File: config.mk
export PLATFORM = sky130hd
export DESIGN_NAME = fp_mul_norm_round
export DESIGN_NICKNAME = d
export VERILOG_FILES = /design/src/rtl/fp_pkg.sv /design/src/rtl/fp_rne_round.sv /design/src/rtl/fp_mul_norm_round.sv
export SDC_FILE = /design/constraint.sdc
export NUM_CORES = 1
export LEC_CHECK = 0
export ABC_CLOCK_PERIOD_IN_PS = 5430
export BUFFER_PORTS_ARGS = -buffer_cell sky130_fd_sc_hd__buf_2
export CAP_MARGIN = 15
export CORE_MARGIN = 2
export CORE_UTILIZATION = 58
export CTS_CLUSTER_DIAMETER = 40
export DETAILED_ROUTE_END_ITERATION = 10
export PLACE_DENSITY = 0.93
export SYNTH_ARGS = -nofsm -noshare
export SYNTH_HDL_FRONTEND = slang
export SYNTH_SLANG_ARGS = --single-unit
File: constraint.sdc
create_clock -name clk -period 5.43 [get_ports clk]
set_input_delay 0.2715 -clock clk [delete_from_list [all_inputs] [get_ports clk]]
set_output_delay 0.2715 -clock clk [all_outputs]
set_load 0.05 [all_outputs]
File: src/rtl/fp_pkg.sv
// ---------------------------------------------------------------------------
// fp_pkg
// Shared constants, types and helpers for the single-precision multiplier
// back end (normalize / round / pack).
//   EXP_W, MAN_W, BIAS   : IEEE-754 single-precision field widths and bias
//   PROD_W               : width of the raw significand product {1,fa}*{1,fb}
//   E_W                  : signed working exponent width (enough for -127..385)
//   QNAN, EXP_MAX        : canonical quiet NaN and the all-ones exponent
//   FLAG_*, CLS_*        : bit positions inside the flag and class vectors
// ---------------------------------------------------------------------------
package fp_pkg;

  localparam int EXP_W  = 8;
  localparam int MAN_W  = 23;
  localparam int BIAS   = 127;
  localparam int PROD_W = 2 * (MAN_W + 1);
  localparam int WORD_W = 1 + EXP_W + MAN_W;
  localparam int E_W    = EXP_W + 3;

  localparam logic [WORD_W-1:0] QNAN    = 32'h7FC0_0000;
  localparam logic [EXP_W-1:0]  EXP_MAX = 8'hFF;

  // Working exponent thresholds: at or above E_OVF the value is not
  // representable, at or below E_UNF it would need a subnormal.
  localparam logic signed [E_W-1:0] E_OVF  = E_W'(255);
  localparam logic signed [E_W-1:0] E_UNF  = E_W'(0);
  localparam logic signed [E_W-1:0] BIAS_S = E_W'(BIAS);
  localparam logic signed [E_W-1:0] E_ONE  = E_W'(1);

  // Bit positions inside out_flags = {overflow, underflow, inexact}
  localparam int FLAG_OVF = 2;
  localparam int FLAG_UNF = 1;
  localparam int FLAG_INX = 0;

  // Bit positions inside in_cls = {nan, inf, zero}
  localparam int CLS_NAN  = 2;
  localparam int CLS_INF  = 1;
  localparam int CLS_ZERO = 0;

  // What kind of word the packer has to produce
  typedef enum logic [2:0] {
    RES_NORMAL,
    RES_OVERFLOW,
    RES_UNDERFLOW,
    RES_NAN,
    RES_INF,
    RES_ZERO
  } res_kind_e;

  // Contents of the stage-1 register: everything the rounder needs
  typedef struct packed {
    logic                  sign;
    logic [2:0]            cls;
    logic [MAN_W-1:0]      man;
    logic                  g;
    logic                  st;
    logic signed [E_W-1:0] e;
  } norm_t;

  // Normalize the raw product. The product of two significands in [1,2)
  // lies in [1,4), so the leading one is at bit 47 or bit 46; the hidden
  // bit is dropped and the exponent is unbiased once (the sum carries the
  // bias twice) plus one if the product was >= 2.
  function automatic norm_t normalize(input logic              sign,
                                      input logic [EXP_W:0]    esum,
                                      input logic [PROD_W-1:0] prod,
                                      input logic [2:0]        cls);
    norm_t                 n;
    logic signed [E_W-1:0] esum_s;
    esum_s = $signed({{(E_W-EXP_W-1){1'b0}}, esum});
    n.sign = sign;
    n.cls  = cls;
    if (prod[PROD_W-1]) begin
      n.man = prod[PROD_W-2 -: MAN_W];
      n.g   = prod[PROD_W-2-MAN_W];
      n.st  = |prod[PROD_W-3-MAN_W:0];
      n.e   = esum_s - BIAS_S + E_ONE;
    end else begin
      n.man = prod[PROD_W-3 -: MAN_W];
      n.g   = prod[PROD_W-3-MAN_W];
      n.st  = |prod[PROD_W-4-MAN_W:0];
      n.e   = esum_s - BIAS_S;
    end
    return n;
  endfunction

  // Specials win over range problems, nan > inf > zero.
  function automatic res_kind_e classify(input logic [2:0] cls,
                                         input logic       ovf,
                                         input logic       unf);
    res_kind_e k;
    if (cls[CLS_NAN])       k = RES_NAN;
    else if (cls[CLS_INF])  k = RES_INF;
    else if (cls[CLS_ZERO]) k = RES_ZERO;
    else if (ovf)           k = RES_OVERFLOW;
    else if (unf)           k = RES_UNDERFLOW;
    else                    k = RES_NORMAL;
    return k;
  endfunction

endpackage

File: src/rtl/fp_rne_round.sv
// ---------------------------------------------------------------------------
// fp_rne_round
// Combinational round-to-nearest-even and packing of a normalized value.
// Ports:
//   sign    in   result sign
//   cls     in   {nan, inf, zero} special-operand class
//   man     in   23-bit fraction before rounding
//   g, st   in   guard bit and sticky bit below the fraction
//   e       in   signed unbiased-then-rebiased exponent (11 bits)
//   result  out  packed {sign, exp, frac}
//   flags   out  {overflow, underflow, inexact}
// ---------------------------------------------------------------------------
module fp_rne_round
  import fp_pkg::*;
(
  input  logic                  sign,
  input  logic [2:0]            cls,
  input  logic [MAN_W-1:0]      man,
  input  logic                  g,
  input  logic                  st,
  input  logic signed [E_W-1:0] e,
  output logic [WORD_W-1:0]     result,
  output logic [2:0]            flags
);

  logic                  rup;
  logic [MAN_W:0]        man_sum;
  logic [MAN_W-1:0]      man_rnd;
  logic signed [E_W-1:0] e_rnd;
  logic                  inexact;
  logic                  ovf;
  logic                  unf;
  res_kind_e             kind;

  // Round half to even: bump only when above half, or exactly half with an
  // odd fraction. A carry out of the fraction means 1.111..1 became 10.0,
  // so the fraction wraps to zero and the exponent grows by one.
  always_comb begin
    rup     = g & (st | man[0]);
    man_sum = {1'b0, man} + {{MAN_W{1'b0}}, rup};
    man_rnd = man_sum[MAN_W] ? '0 : man_sum[MAN_W-1:0];
    e_rnd   = e + $signed({{(E_W-1){1'b0}}, man_sum[MAN_W]});
    inexact = g | st;
    ovf     = (e_rnd >= E_OVF);
    unf     = (e_rnd <= E_UNF);
  end

  always_comb begin
    kind = classify(cls, ovf, unf);
  end

  // Pack according to the result kind. Specials carry no flags; range
  // failures always lose information, so they also raise inexact.
  always_comb begin
    result = '0;
    flags  = '0;
    case (kind)
      RES_NAN: begin
        result = QNAN;
      end
      RES_INF: begin
        result = {sign, EXP_MAX, {MAN_W{1'b0}}};
      end
      RES_ZERO: begin
        result = {sign, {(WORD_W-1){1'b0}}};
      end
      RES_OVERFLOW: begin
        result          = {sign, EXP_MAX, {MAN_W{1'b0}}};
        flags[FLAG_OVF] = 1'b1;
        flags[FLAG_INX] = 1'b1;
      end
      RES_UNDERFLOW: begin
        result          = {sign, {(WORD_W-1){1'b0}}};
        flags[FLAG_UNF] = 1'b1;
        flags[FLAG_INX] = 1'b1;
      end
      default: begin
        result          = {sign, e_rnd[EXP_W-1:0], man_rnd};
        flags[FLAG_INX] = inexact;
      end
    endcase
  end

endmodule

File: src/rtl/fp_mul_norm_round.sv
// ---------------------------------------------------------------------------
// fp_mul_norm_round
// Back end of the single-precision multiplier: normalize (stage 1), then
// round/pack (stage 2), as a two-stage valid/ready pipeline with full
// throughput and safe backpressure.
// Ports:
//   clk, reset            clock (rising edge), synchronous active-high reset
//   in_valid / in_ready   upstream handshake
//   in_sign               sign_a ^ sign_b
//   in_esum               ea + eb, biased (0..510)
//   in_prod               48-bit significand product {1,fa}*{1,fb}
//   in_cls                {nan, inf, zero} precomputed upstream
//   out_valid / out_ready downstream handshake
//   out_result            packed IEEE-754 single {sign, exp, frac}
//   out_flags             {overflow, underflow, inexact}
// ---------------------------------------------------------------------------
module fp_mul_norm_round
  import fp_pkg::*;
(
  input  logic              clk,
  input  logic              reset,
  input  logic              in_valid,
  output logic              in_ready,
  input  logic              in_sign,
  input  logic [EXP_W:0]    in_esum,
  input  logic [PROD_W-1:0] in_prod,
  input  logic [2:0]        in_cls,
  output logic              out_valid,
  input  logic              out_ready,
  output logic [WORD_W-1:0] out_result,
  output logic [2:0]        out_flags
);

  norm_t             s1_d;
  norm_t             s1_q;
  logic              s1_valid;
  logic              s2_load;
  logic [WORD_W-1:0] rnd_result;
  logic [2:0]        rnd_flags;

  // Stage 2 (the output register) can take new data when it is empty or
  // its contents leave this cycle; stage 1 can then always move forward,
  // so the input side is only blocked when both stages are stuck.
  assign s2_load  = !out_valid | out_ready;
  assign in_ready = !s1_valid | s2_load;

  always_comb begin
    s1_d = normalize(in_sign, in_esum, in_prod, in_cls);
  end

  // Stage 1 register: holds its contents whenever it cannot pass them on.
  always_ff @(posedge clk) begin
    if (reset) begin
      s1_valid <= 1'b0;
      s1_q     <= '0;
    end else if (in_ready) begin
      s1_valid <= in_valid;
      if (in_valid) begin
        s1_q <= s1_d;
      end
    end
  end

  fp_rne_round u_round (
    .sign   (s1_q.sign),
    .cls    (s1_q.cls),
    .man    (s1_q.man),
    .g      (s1_q.g),
    .st     (s1_q.st),
    .e      (s1_q.e),
    .result (rnd_result),
    .flags  (rnd_flags)
  );

  // Stage 2 register drives the outputs directly, so a stalled result
  // stays stable until the consumer takes it.
  always_ff @(posedge clk) begin
    if (reset) begin
      out_valid  <= 1'b0;
      out_result <= '0;
      out_flags  <= '0;
    end else if (s2_load) begin
      out_valid <= s1_valid;
      if (s1_valid) begin
        out_result <= rnd_result;
        out_flags  <= rnd_flags;
      end
    end
  end

endmodule

## Yosys cells after proc, flatten, opt, wreduce, memory -nomap -nowiden

Index checks and enable logic that the tools add are counted.
W data, S select, Z words.

| storage, ports and cells | value |
|---|---|
| bits in registers | 77 |
| word-level logic and storage cells | 47 |
| output and inout bits | 37 |

| cells by class | value |
|---|---|
| order comparisons | 2 |
| bitwise operators | 5 |
| reductions and logical operators | 10 |
| add/subtract/negate cells | 4 |
| equal/unequal tests | 5 |
| mux-type cells | 11 |

Operators with widths:

| cell | number |
|---|---|
| $pmux W32 S3 | 1 |
| $mux W36 | 1 |
| $add A23 B1 Y24 | 1 |
| $mux W23 | 1 |
| $reduce_or A23 Y1 | 1 |
| $reduce_or A22 Y1 | 1 |
| $mux W3 | 4 |
| $add A11 B2 Y11 | 1 |
| $add A11 B2 Y11 const B | 1 |
| $ge A11 B9 Y1 const B | 1 |
| $le A11 B1 Y1 const B | 1 |
| $sub A9 B7 Y10 const B | 1 |
| $eq A3 B2 Y1 const B | 2 |
| $eq A3 B3 Y1 const B | 2 |
| $reduce_or A2 Y1 | 3 |
| $or A1 B1 Y1 | 4 |
| $reduce_and A2 Y1 | 2 |
| $eq A3 B1 Y1 const B | 1 |
| $reduce_or A3 Y1 | 1 |
| $logic_not A1 Y1 | 2 |
| $mux W1 | 2 |
| $mux W2 | 1 |
| $pmux W1 S2 | 1 |
| $and A1 B1 Y1 | 1 |

## Depth between registers and ports, before layout

| depth | value |
|---|---|
| word-level depth | 13 |
| depth in mapped cells | 15 |

## Hierarchy

A second synthesis with hierarchy kept.

| second synthesis, totals | value |
|---|---|
| cell total of the unflattened synthesis | 582 |
| area, all modules | 4650.7 sq um |

By module, submodules not included:

| module | cells an instance | instances | area an instance (sq um) |
|---|---|---|---|
| fp_mul_norm_round | 413 | 1 | 3425.8 |
| fp_rne_round | 169 | 1 | 1224.9 |

## Worst setup path before layout

Ideal clock, no wire load.

| timing | value |
|---|---|
| path kind | register -> register |
| start point | reg s1_q[13] (netlist bit) |
| end point | reg out_result[6] |
| slack | 2.118 ns |
| arrival | 3.245 ns |
| setup time | 0.067 ns |
| required time | 5.363 ns |
| cell stages (with the launch flop) | 16 |
| cell sequence | dfxtp_1 > o21a_1 > ha_1 > nand2_1 > nor2_1 > nand2_1 > nor2_1 > ha_1 > and4_4 > buf_6 > nand4_1 > xnor2_1 > or4_4 > or4_4 > buf_6 > o21ai_2 |

| between the ends | value |
|---|---|
| longest elaborated chain between the ends | 13 |

RTL lines:

| item | RTL line | source |
|---|---|---|
| from (decl) | fp_mul_norm_round.sv:35 | `norm_t s1_q;` |
| from (signal assigned) | fp_mul_norm_round.sv:55 | `s1_q <= '0;` |
| from (signal assigned) | fp_mul_norm_round.sv:59 | `s1_q <= s1_d;` |
| $or A1 B1 Y1 | fp_rne_round.sv:39 | `rup = g & (st \| man[0]);` |
| $and A1 B1 Y1 | fp_rne_round.sv:39 |  |
| $add A23 B1 Y24 * | fp_rne_round.sv:40 | `man_sum = {1'b0, man} + {{MAN_W{1'b0}}, rup};` |
| $add A11 B2 Y11 | fp_rne_round.sv:42 | `e_rnd = e + $signed({{(E_W-1){1'b0}}, man_sum[MAN_W]});` |
| $le A11 B1 Y1 | fp_rne_round.sv:45 | `unf = (e_rnd <= E_UNF);` |
| $mux W2 | fp_pkg.sv:96 | `else if (unf) k = RES_UNDERFLOW;` |
| $mux W3 | fp_pkg.sv:95 | `else if (ovf) k = RES_OVERFLOW;` |
| $mux W3 | fp_pkg.sv:94 | `else if (cls[CLS_ZERO]) k = RES_ZERO;` |
| $mux W3 | fp_pkg.sv:93 | `else if (cls[CLS_INF]) k = RES_INF;` |
| $mux W3 | fp_pkg.sv:92 | `if (cls[CLS_NAN]) k = RES_NAN;` |
| $eq A3 B3 Y1, or another cell as far along | fp_rne_round.sv:57 | `case (kind)` |
| $reduce_or A2 Y1 (no source line) | -- |  |
| $pmux W32 S3 * | fp_rne_round.sv:57 |  |
| to (signal assigned) | fp_mul_norm_round.sv:85 | `out_result <= rnd_result;` |
| to (decl) | fp_mul_norm_round.sv:30 | `output logic [WORD_W-1:0] out_result,` |

Mark *: on every way between the ends. The rest lies on a longest branch, timed or not.
A chain may end at the register's enable or synchronous reset.

## Worst setup path after layout

| timing | value |
|---|---|
| start point | reg s1_q[13] (netlist bit) |
| end point | reg out_result[2] |

The elaborated chain is that of the path after synthesis.

==> results.sh <==
export IMPL_r2r_start="s1_q[13]$_SDFFE_PP0P_"
export IMPL_p_sw_uw=381.3
export IMPL_maxCapViolCount=0
export IMPL_placementRows=30
export IMPL_fin_crit_sh_pct=68.26
export IMPL_yosys_top_cells_count="dfxtp_1 (77), nor2_1 (59), nand2_1 (58), a211oi_1 (34), mux2i_1 (27)"
export IMPL_syn_area_mm2=0.004073
export IMPL_async_flop_share_pct=0
export IMPL_yosys_warnings=0
export IMPL_wl_per_cell_um=14.46
export IMPL_start_util_pct=59.94
export IMPL_power_per_cell_area_mw_per_mm2=267.9
export IMPL_yosysMostFrequentCell="dfxtp_1"
export IMPL_drive_gt1_share_pct=24.26
export IMPL_layout_setup_ws_ps=1723
export IMPL_place_ws_ps=1794
export IMPL_synth_top_cell_area_share_pct=37.85
export IMPL_n_fill_cell=517
export IMPL_cts_tree="done"
export IMPL_pwr_share_seq_pct=49.7
export IMPL_die_y_um=87.80
export IMPL_dieArea_mm2=0.007708
export IMPL_post_cts_buffers=0
export IMPL_synthToLayoutAreaGrowth_pct=16.71
export IMPL_top_usage_layer="met2"
export IMPL_ff2ff_setup_slack_ps=1720
export IMPL_ys_types=55
export IMPL_worstHoldStart="in_sign"
export IMPL_arrival_ps=3990
export IMPL_synth_edf_count=0
export IMPL_synth_seq_cells=77
export IMPL_min_path_cells=3
export IMPL_finalHoldWorstSlack_ps=148.9
export IMPL_end_kind="flop"
export IMPL_drt_iter0_drc=378
export IMPL_drv_slew=0
export IMPL_worstMarginPinSlew_ps=1028
export IMPL_p_sw_share_pct=29.95
export IMPL_hpwl_um=7282
export IMPL_grt_use_total_pct=25.35
export IMPL_h_tree_depth=3
export IMPL_power_frac_clock_pct=33.2
export IMPL_grt_overflow_total=0
export IMPL_synth_area_top_cells="dfxtp_1 (38%), mux2i_1 (6.6%), a211oi_1 (6.3%)"
export IMPL_gp_congestion=0.8549
export IMPL_dr_total_vias=3817
export IMPL_grt_pass1_vias=3369
export IMPL_slew_headroom_pct=31.44
export IMPL_pwr_share_comb_pct=17.1
export IMPL_nets=640
export IMPL_wirelength_um=9676
export IMPL_syn_area_per_cell_um2=8.449
export IMPL_hp_class="input port to flop"
export IMPL_grt_use_met1_pct=34.29
export IMPL_pin_count=102
export IMPL_peakVddDrop_mv=0.1278
export IMPL_synth_top_area_cell="dfxtp_1"
export IMPL_leakage_uw=0.001980
export IMPL_cts_hold_buf=0
export IMPL_port_buffers=101
export IMPL_fin_crit_ps=3707
export IMPL_clkTransAtPathRegs_ps=80
export IMPL_fmax_mhz=269.8
export IMPL_outcome="finished, final reports clean"
export IMPL_worst_path_max_fanout=11
export IMPL_clock_skew_final_ps=11.55
export IMPL_diodes=0
export IMPL_grt_use_met3_pct=4.807
export IMPL_grt_first_pass_wirelength_um=15440
export IMPL_crit_type="flop to flop"
export IMPL_antenna_found_initial=0
export IMPL_fin_setup_tns_ps=0
export IMPL_postRouteAntennaNets=0
export IMPL_ctsResizeCount=0
export IMPL_reg2reg_to="out_result[2]$_SDFFE_PP0P_"
export IMPL_intPower_uw=892.1
export IMPL_fp_coreArea_mm2=0.006794
export IMPL_yosysSeqAreaShare_pct=37.85
export IMPL_grt_max_degree=63
export IMPL_use_met2_pct=41.05
export IMPL_reg2reg_depth=13
export IMPL_clk_latency_ps=350
export IMPL_route_detailed_drc=0
export IMPL_setup_viol=0
export IMPL_final_cells=669
export IMPL_die_w_um=87.80
export IMPL_rsz0062_at_grt="false"
export IMPL_hold_violations=0
export IMPL_numCtsBuffers=9
export IMPL_synthFlopType="dfxtp_1"
export IMPL_clock_sink_count=77
export IMPL_crit_required_ps=5710
export IMPL_dr_pass1_iters=4
export IMPL_netlist_instances=482
export IMPL_clock_path_buffers=2
export IMPL_critPathLaunchType="flop"
export IMPL_p_total_uw=1273
export IMPL_vias_per_cell=5.706
export IMPL_numPlacedInstances=653
export IMPL_clock_tree_root_cell="clkbuf_8"
export IMPL_holdPathEnd="s1_q[39]$_SDFFE_PP0P_"
export IMPL_synth_nets=554
[state kept, by name, summed over array words and instances, names as in the netlist]
register and count:
out_valid 1, s1_valid 1, out_result 32, out_flags 3, s1_q 40
[worst max-delay path, stage by stage (launching register included)]
cell     delay [ps]
dfxtp_1         370
o21a_1          150
ha_1            200
nand2_1         100
nor2_1          340
nand2_1         100
nor2_1          210
ha_1            300
and4_4          310
nand4_1         160
xnor2_1         240
or4_4           450
or4_4           550
o21ai_1         160
[stage by stage]
| stage | util [%] | cell area [um2] |
|---|---|---|
| 2_1_floorplan | - | 4073 |
| 3_3_place_gp | 67.15 | 4562 |
| 3_5_place_dp | 67.15 | 4562 |
| 4_1_cts | 69.96 | 4753 |
| 5_1_grt | 69.96 | 4753 |
| 6_report | 69.96 | 4753 |
[layout make-up]
type | instances | area (um2) | share of cell area [%]
Clock buffer | 10 | 127.6 | 2.685
Tap cell | 96 | 120.1 | 2.527
Multi-Input combinational cell | 369 | 2354 | 49.51
Sequential cell | 77 | 1541 | 32.43
Inverter | 9 | 33.78 | 0.7107
Clock inverter | 6 | 63.81 | 1.342
Timing Repair Buffer | 102 | 513.0 | 10.79
[power groups by stage]
stage	registers (uW)	logic, uW	clock network [uW]
3_5_place_dp	645	216	0
4_1_cts	632	217	427
2_1_floorplan	666	128	0
3_3_place_gp	642	209	0
6_report	633	218	423
5_1_grt	637	238	449
[per-layer routing]
| layer | up-vias | wire length, um | part of all wire (%) |
|---|---|---|---|
| li1 | 1893 | - | - |
| met1 | 1769 | 4407 | 46 |
| met2 | 139 | 4566 | 47 |
| met3 | 16 | 549 | 5.7 |
| met4 | 0 | 153 | 1.6 |
| met5 | - | 0 | 0 |
[logic make-up after synthesis]
logic type	synth area share (%)
fa+ha+maj	2.150
compound gates	17.36
simple gates	23.23
xor+xnor	8.387
flops	37.85
mux	6.636
buf+inv	4.393
[worst max-delay path by stage]
| stage | cells past startpoint | endpoint | slack, ps | startpoint |
|---|---|---|---|---|
| 6_report | 13 | out_result[2]$_SDFFE_PP0P_ | 1720 | s1_q[13]$_SDFFE_PP0P_ |
| 5_1_grt | 13 | out_result[5]$_SDFFE_PP0P_ | 1390 | s1_q[13]$_SDFFE_PP0P_ |
| 4_1_cts | 13 | out_result[6]$_SDFFE_PP0P_ | 1740 | s1_q[13]$_SDFFE_PP0P_ |
| 3_5_place_dp | 13 | out_result[6]$_SDFFE_PP0P_ | 1790 | s1_q[13]$_SDFFE_PP0P_ |
| 3_3_place_gp | 13 | out_result[18]$_SDFFE_PP0P_ | 1950 | s1_q[13]$_SDFFE_PP0P_ |
| 2_1_floorplan | 15 | out_result[6]$_SDFFE_PP0P_ | 2120 | s1_q[13]$_SDFFE_PP0P_ |
[cell usage in the layout (no fill, tap or decap), types with 3 or more instances in the layout]
master / n
o22ai_1: 3
nand4_1: 13
inv_1: 9
and2_1: 3
dfxtp_1: 77
nor3_1: 5
o21ai_2: 10
a31oi_1: 5
o21ai_1: 10
nand2_1: 58
nor3b_1: 3
or3_1: 4
mux2i_1: 27
nand3_1: 18
a211oi_1: 34
o21ai_0: 8
xnor2_1: 19
clkbuf_8: 9
nor2_1: 59
nor4_1: 6
xor2_1: 20
and3_1: 5
buf_2: 101
a21oi_1: 16
ha_1: 7
Power figures use the tool's default switching activity.
